$ cat src/rtl/hit_edge_collector_if.sv
// Bundle between the object bitmaps and the hit-edge collector: frame and
// draw-request inputs, plus the registered per-frame report outputs.
interface hit_edge_collector_if #(
  parameter int unsigned COUNT_WIDTH = 11
) ();
  logic                   startOfFrame;
  logic                   enable;
  logic                   objDrawingRequest;
  logic [2:0]             objHitEdgeCode;
  logic                   otherDrawingRequest;
  logic                   collision;
  logic [4:0]             edgeMask;
  logic [2:0]             firstEdgeCode;
  logic [COUNT_WIDTH-1:0] overlapCount;
  logic                   frameValid;

  // Drives the pixel-stream inputs and consumes the report.
  modport master (
    output startOfFrame, enable, objDrawingRequest, objHitEdgeCode, otherDrawingRequest,
    input  collision, edgeMask, firstEdgeCode, overlapCount, frameValid
  );

  // The collector itself.
  modport slave (
    input  startOfFrame, enable, objDrawingRequest, objHitEdgeCode, otherDrawingRequest,
    output collision, edgeMask, firstEdgeCode, overlapCount, frameValid
  );
endinterface

$ cat src/rtl/hit_edge_collector.sv
// Per-frame collision collector: accumulates overlaps between an object's
// draw request and another object's, and publishes a registered report at
// each start-of-frame.
module hit_edge_collector #(
  parameter int unsigned COUNT_WIDTH = 11,
  parameter int unsigned MIN_PIXELS  = 1
) (
  input logic                clk,
  input logic                reset,
  hit_edge_collector_if.slave bus
);

  typedef enum logic [0:0] {StWaitSof, StCollect} state_e;

  state_e                 state_q, state_d;
  logic [4:0]             acc_mask_q, acc_mask_d;
  logic [2:0]             acc_first_q, acc_first_d;
  logic [COUNT_WIDTH-1:0] acc_count_q, acc_count_d;
  logic                   collision_q, collision_d;
  logic [4:0]             edge_mask_q, edge_mask_d;
  logic [2:0]             first_code_q, first_code_d;
  logic [COUNT_WIDTH-1:0] overlap_count_q, overlap_count_d;
  logic                   frame_valid_q, frame_valid_d;

  logic                   overlap;
  logic                   code_valid;
  logic [4:0]             pix_mask;
  logic [4:0]             base_mask;
  logic [2:0]             base_first;
  logic [COUNT_WIDTH-1:0] base_count;

  assign overlap    = bus.enable & bus.objDrawingRequest & bus.otherDrawingRequest;
  assign code_valid = (bus.objHitEdgeCode <= 3'd4);
  assign pix_mask   = code_valid ? (5'b00001 << bus.objHitEdgeCode) : 5'b00000;

  // Next-state, accumulator update and report generation.
  always_comb begin
    state_d         = state_q;
    acc_mask_d      = acc_mask_q;
    acc_first_d     = acc_first_q;
    acc_count_d     = acc_count_q;
    collision_d     = 1'b0;
    edge_mask_d     = edge_mask_q;
    first_code_d    = first_code_q;
    overlap_count_d = overlap_count_q;
    frame_valid_d   = frame_valid_q;

    // A SOF restarts the accumulators; a coincident overlap then lands on
    // the fresh frame rather than the one being reported.
    base_mask  = bus.startOfFrame ? 5'b00000 : acc_mask_q;
    base_first = bus.startOfFrame ? 3'd0 : acc_first_q;
    base_count = bus.startOfFrame ? '0 : acc_count_q;

    if (bus.startOfFrame) begin
      acc_mask_d  = base_mask;
      acc_first_d = base_first;
      acc_count_d = base_count;
    end

    if (overlap && (state_q == StCollect || bus.startOfFrame)) begin
      acc_mask_d = base_mask | pix_mask;
      // An empty mask means no recordable code has hit yet this frame.
      if (code_valid && base_mask == 5'b00000) acc_first_d = bus.objHitEdgeCode;
      if (base_count != {COUNT_WIDTH{1'b1}}) acc_count_d = base_count + COUNT_WIDTH'(1);
    end

    unique case (state_q)
      StWaitSof: begin
        if (bus.startOfFrame) state_d = StCollect;
      end
      StCollect: begin
        if (bus.startOfFrame) begin
          frame_valid_d = 1'b1;
          if (acc_count_q >= COUNT_WIDTH'(MIN_PIXELS)) begin
            collision_d     = 1'b1;
            edge_mask_d     = acc_mask_q;
            first_code_d    = acc_first_q;
            overlap_count_d = acc_count_q;
          end else begin
            edge_mask_d     = 5'b00000;
            first_code_d    = 3'd0;
            overlap_count_d = '0;
          end
        end
      end
      default: state_d = StWaitSof;
    endcase
  end

  // State, accumulator and report registers with synchronous reset.
  always_ff @(posedge clk) begin
    if (reset) begin
      state_q         <= StWaitSof;
      acc_mask_q      <= 5'b00000;
      acc_first_q     <= 3'd0;
      acc_count_q     <= '0;
      collision_q     <= 1'b0;
      edge_mask_q     <= 5'b00000;
      first_code_q    <= 3'd0;
      overlap_count_q <= '0;
      frame_valid_q   <= 1'b0;
    end else begin
      state_q         <= state_d;
      acc_mask_q      <= acc_mask_d;
      acc_first_q     <= acc_first_d;
      acc_count_q     <= acc_count_d;
      collision_q     <= collision_d;
      edge_mask_q     <= edge_mask_d;
      first_code_q    <= first_code_d;
      overlap_count_q <= overlap_count_d;
      frame_valid_q   <= frame_valid_d;
    end
  end

  assign bus.collision     = collision_q;
  assign bus.edgeMask      = edge_mask_q;
  assign bus.firstEdgeCode = first_code_q;
  assign bus.overlapCount  = overlap_count_q;
  assign bus.frameValid    = frame_valid_q;

endmodule

$ cat src/flat_wrapper.sv
// flat-port wrapper written by rule: the top's interface ports become plain ports
module hit_edge_collector_flat 
#(
  parameter int unsigned COUNT_WIDTH = 11,
  parameter int unsigned MIN_PIXELS  = 1
)
  (clk, reset, bus_startOfFrame, bus_enable, bus_objDrawingRequest, bus_objHitEdgeCode, bus_otherDrawingRequest, bus_collision, bus_edgeMask, bus_firstEdgeCode, bus_overlapCount, bus_frameValid);
  hit_edge_collector_if #(.COUNT_WIDTH(COUNT_WIDTH)) bus_i ();
  input logic clk;
  input logic reset;
  input wire logic [$bits(bus_i.startOfFrame)-1:0] bus_startOfFrame;
  input wire logic [$bits(bus_i.enable)-1:0] bus_enable;
  input wire logic [$bits(bus_i.objDrawingRequest)-1:0] bus_objDrawingRequest;
  input wire logic [$bits(bus_i.objHitEdgeCode)-1:0] bus_objHitEdgeCode;
  input wire logic [$bits(bus_i.otherDrawingRequest)-1:0] bus_otherDrawingRequest;
  output wire logic [$bits(bus_i.collision)-1:0] bus_collision;
  output wire logic [$bits(bus_i.edgeMask)-1:0] bus_edgeMask;
  output wire logic [$bits(bus_i.firstEdgeCode)-1:0] bus_firstEdgeCode;
  output wire logic [$bits(bus_i.overlapCount)-1:0] bus_overlapCount;
  output wire logic [$bits(bus_i.frameValid)-1:0] bus_frameValid;
  assign bus_i.startOfFrame = bus_startOfFrame;
  assign bus_i.enable = bus_enable;
  assign bus_i.objDrawingRequest = bus_objDrawingRequest;
  assign bus_i.objHitEdgeCode = bus_objHitEdgeCode;
  assign bus_i.otherDrawingRequest = bus_otherDrawingRequest;
  assign bus_collision = bus_i.collision;
  assign bus_edgeMask = bus_i.edgeMask;
  assign bus_firstEdgeCode = bus_i.firstEdgeCode;
  assign bus_overlapCount = bus_i.overlapCount;
  assign bus_frameValid = bus_i.frameValid;
  hit_edge_collector #(.COUNT_WIDTH(COUNT_WIDTH), .MIN_PIXELS(MIN_PIXELS)) u_core (.clk(clk), .reset(reset), .bus(bus_i));
endmodule
$ cat config.mk
export PLATFORM = sky130hd
export DESIGN_NAME = hit_edge_collector_flat
export DESIGN_NICKNAME = d
export VERILOG_FILES = /design/src/rtl/hit_edge_collector_if.sv /design/src/rtl/hit_edge_collector.sv /design/src/flat_wrapper.sv
export SDC_FILE = /design/constraint.sdc
export NUM_CORES = 1
export LEC_CHECK = 0
export CAP_MARGIN = 10
export CORE_MARGIN = 2
export CORE_UTILIZATION = 51
export DETAILED_ROUTE_END_ITERATION = 16
export PLACE_DENSITY = 0.78
export SLEW_MARGIN = 25
export SYNTH_ARGS = -nofsm -noshare
export SYNTH_HDL_FRONTEND = slang
export SYNTH_SLANG_ARGS = --single-unit
$ cat constraint.sdc
create_clock -name clk -period 2.9 [get_ports clk]
set_input_delay 0.725 -clock clk [delete_from_list [all_inputs] [get_ports clk]]
set_output_delay 0.725 -clock clk [all_outputs]
set_load 0.005 [all_outputs]
==> qor.csv <==
stage,metric,value,unit
critical_path,CP most frequent cell,nand3_1,
global_routing,first-pass GRT wire length,6420,µm
clocking,CTS root buf,clkbuf_4,
logic_synthesis,#FFs+latches synth,41,
logic_synthesis,ys flop type,dfxtp_1,
critical_path,critical path class,in2reg,
critical_path,crit-path cells,clkdlybuf4s50_1 -> and2b_1 -> ha_1 -> nand3_1 -> or4_1 -> nand3_1 -> mux2_2,
power_and_ir_drop,Comb pwr share,6.3,%
worst_hold_path,worst hold endpoint,u_core.bus.overlapCount[6],
sta,Tmin final,2.53,ns
power_and_ir_drop,VDD IR max,0.328,mV
placed_design,HPWL Detailed,2810,µm
floorplanning,Site Rows,20,
clocking,CTS buffer count,5,
clocking,H-tree depth,2,
clocking,quantity of gates resized following cts,0,
critical_path,r2r worst-path depth,6,
final_layout,# nets final,241,
sta,Final Hold Vio Count,0,
clocking,CTS Hold Bufs,0,
drt,drt first pass iters,4,
floorplanning,core area,3100,µm²
global_routing,pin count of the biggest net entering global routing,22,
global_routing,gr ovfl total,0,
sta,Final Max Slew Viols,0,
power_and_ir_drop,PD cells,431,nW/µm²
placed_design,# port buffers,29,
final_layout,share of cells above drive strength 1,8.19,%
critical_path,Critical Path End Type,flip-flop,
drt,final WL,3840,µm
worst_hold_path,Hold Crit Class,reg2reg,
floorplanning,die area,3810,µm²
global_routing,initial antenna violation count,0,
power_and_ir_drop,Sw Share,24.9,%
critical_path,CP max-delay cell,or4_1,
floorplanning,num ports,30,
floorplanning,Starting Density,54.7,%
clocking,"Reg clk slew, reported paths",0.12,ns
final_layout,"most common cell after layout, fill and taps aside",dfxtp_1,
critical_path,largest stage delay on the critical path,0.60,ns
clocking,CTS Sinks,41,
critical_path,crit path DAT,2.79,ns
worst_hold_path,Worst Hold Path Cells,2,
sta,final period utilization,87.3,%
logic_synthesis,Mapped Nets,209,
flow_run,Max Cap Violations,0,
logic_synthesis,Syn Inst Count,199,
global_routing,vias in the first global route,1401,
power_and_ir_drop,Leak Pwr,0.683,nW
critical_path,RR Endpoint,u_core.acc_count_q[2],
worst_hold_path,worst hold start,u_core.bus.overlapCount[6],
placed_design,Final Wtd Congestion,0.840,
critical_path,r2r startpoint,u_core.acc_count_q[0],
logic_synthesis,number of synthesized flops with an enable pin,0,
drt,post-route ant nets,0,
placed_design,placed instance area,2050,µm²
logic_synthesis,synth unique cells,41,
clocking,Max Root-Sink Buffers,2,
logic_synthesis,mapped cell area,1700,µm²
power_and_ir_drop,part of the power in the clock network,30.8,%
logic_synthesis,Async SR Flop Fraction,0,%
logic_synthesis,syn_area_per_cell,8.53,µm²
floorplanning,die width,61.7,µm
drt,total vias in the final route,1592,
clocking,Skew-Pair Late Insertion Delay,0.35,ns
run_status,outcome,finished clean,
sta,final setup vio count,0,
clocking,Post-CTS Setup Inserts,0,
clocking,CTS tree,done,
final_layout,"commonest cells after routing, fill and taps aside","dfxtp_1 (41), nand2_1 (32), clkdlybuf4s50_1 (29)",
global_routing,gr usage total,23.1,%
critical_path,critical-path maximum fanout,5,
drt,number of DRC markers in iteration 0,85,
sta,RSZ-0062 raised after global routing,no,
logic_synthesis,Syn. warnings,0,
drt,post-DR vias/cell,5.77,
power_and_ir_drop,Internal Pwr Total,0.000681,W
sta,max_slew headroom,50.4,%
drt,DR DRC count,0,
sta,Max Freq,395,MHz
critical_path,WP data required,3.16,ns
power_and_ir_drop,Net Switching,0.000226,W
final_layout,Final Cell Area,2100,µm²
final_layout,ant diodes,0,
power_and_ir_drop,Reg power frac,62.9,%
sta,TNS Setup,0,ns
floorplanning,Die Y-Extent,61.7,µm
critical_path,Register-to-Register Setup Slack,0.80,ns
logic_synthesis,sequential area share after synthesis,48.3,%
sta,clk_skew,0.0119,ns
critical_path,Worst setup SP type,input port,
final_layout,P&R area growth vs syn,23.9,%
drt,WL/cell,13.9,µm
sta,Slew @ Worst Pin,0.741,ns
==> cells in the mapped netlist, drive strengths merged (2+ instances only) <==
library cell / count / area, µm²
nor4: 4 / 25.0
o21ai: 5 / 25.0
clkbuf: 7 / 26.3
and2b: 3 / 22.5
nand3: 8 / 40.0
a22oi: 9 / 67.6
or3: 5 / 36.3
or4: 3 / 22.5
nor2: 20 / 75.1
o311ai: 2 / 17.5
and2: 2 / 12.5
nor3: 2 / 10.0
nand2: 32 / 120
o211ai: 3 / 22.5
nor2b: 2 / 12.5
dfxtp: 41 / 821
buf: 3 / 13.8
o31ai: 2 / 15.0
nand3b: 3 / 22.5
nand4: 2 / 12.5
a21oi: 25 / 125
==> routing by layer <==
| metal | part of all wire, % | global-route usage (%) | vias to the layer above |
|---|---|---|---|
| met5 | 0 | 0 | - |
| met1 | 43 | 31.0 | 733 |
| li1 | - | - | 783 |
| met4 | 0.75 | 7.29 | 0 |
| met3 | 7.4 | 7.25 | 4 |
| met2 | 48 | 35.8 | 72 |
==> metrics by stage <==
stage / power [W] / worst slack [ns] / cells / util [%] / hold WS (ns)
2_1_floorplan: 0.000612 / 0.578 / 199 / - / 0.441
3_3_place_gp: 0.000638 / 0.134 / 268 / 66.0 / 0.442
3_5_place_dp: 0.000640 / 0.0139 / 268 / 66.0 / 0.449
4_1_cts: 0.000910 / 0.368 / 276 / 67.8 / 0.466
5_1_grt: 0.000943 / 0.293 / 276 / 67.8 / 0.489
6_report: 0.000907 / 0.367 / 276 / 67.8 / 0.464
==> how the worst max path moves through the flow <==
stage                     startpoint  slack, ns                     to
finish              bus_startOfFrame       0.37  u_core.acc_count_q[2]
global route        bus_startOfFrame       0.29  u_core.acc_count_q[2]
CTS                 bus_startOfFrame       0.37  u_core.acc_count_q[2]
detailed placement  bus_startOfFrame       0.01  u_core.acc_count_q[2]
global placement    bus_startOfFrame       0.13  u_core.acc_count_q[2]
floorplan           bus_startOfFrame       0.58  u_core.acc_count_q[2]
==> cell families after synthesis <==
kind of cell,after synthesis,synth area share [%]
simple gates,90,25.8
compound gates,54,21.3
flops,41,48.3
buf+inv,11,2.58
mux,2,1.25
fa+ha+maj,1,0.737
==> power by group through the flow <==
stage | sequential [W] | clock [W] | combinational (W)
after floorplan | 0.000582 | 0 | 0.0000302
after global placement | 0.000583 | 0 | 0.0000554
after detailed placement | 0.000583 | 0 | 0.0000572
after CTS | 0.000570 | 0.000283 | 0.0000573
after global routing | 0.000571 | 0.000309 | 0.0000634
final | 0.000570 | 0.000279 | 0.0000574
==> cell type report <==
| cell class | instances | area [µm²] |
|---|---|---|
| Clock buffer | 5 | 37.5 |
| Clock inverter | 3 | 17.5 |
| Fill cell | 285 | 1000 |
| Inverter | 1 | 3.75 |
| Multi-Input combinational cell | 147 | 833 |
| Sequential cell | 41 | 821 |
| Tap cell | 44 | 55.1 |
| Timing Repair Buffer | 35 | 335 |
==> critical path: cells and delay by family <==
family	cells	cell delay, ns
fa+ha+maj	1	0.18
buf+inv	1	0.44
mux	1	0.33
simple gates	4	1.13
==> registers in the layout, summed over array words and instances (netlist names) <==
register and cells:
u_core.bus.collision 1, u_core.bus.firstEdgeCode 3, u_core.bus.edgeMask 5, u_core.bus.overlapCount 11, u_core.state_q 1, u_core.acc_first_q 3, u_core.bus.frameValid 1, u_core.acc_count_q 11
u_core.acc_mask_q 5
Note: power is estimated with default switching activity, not from simulation.
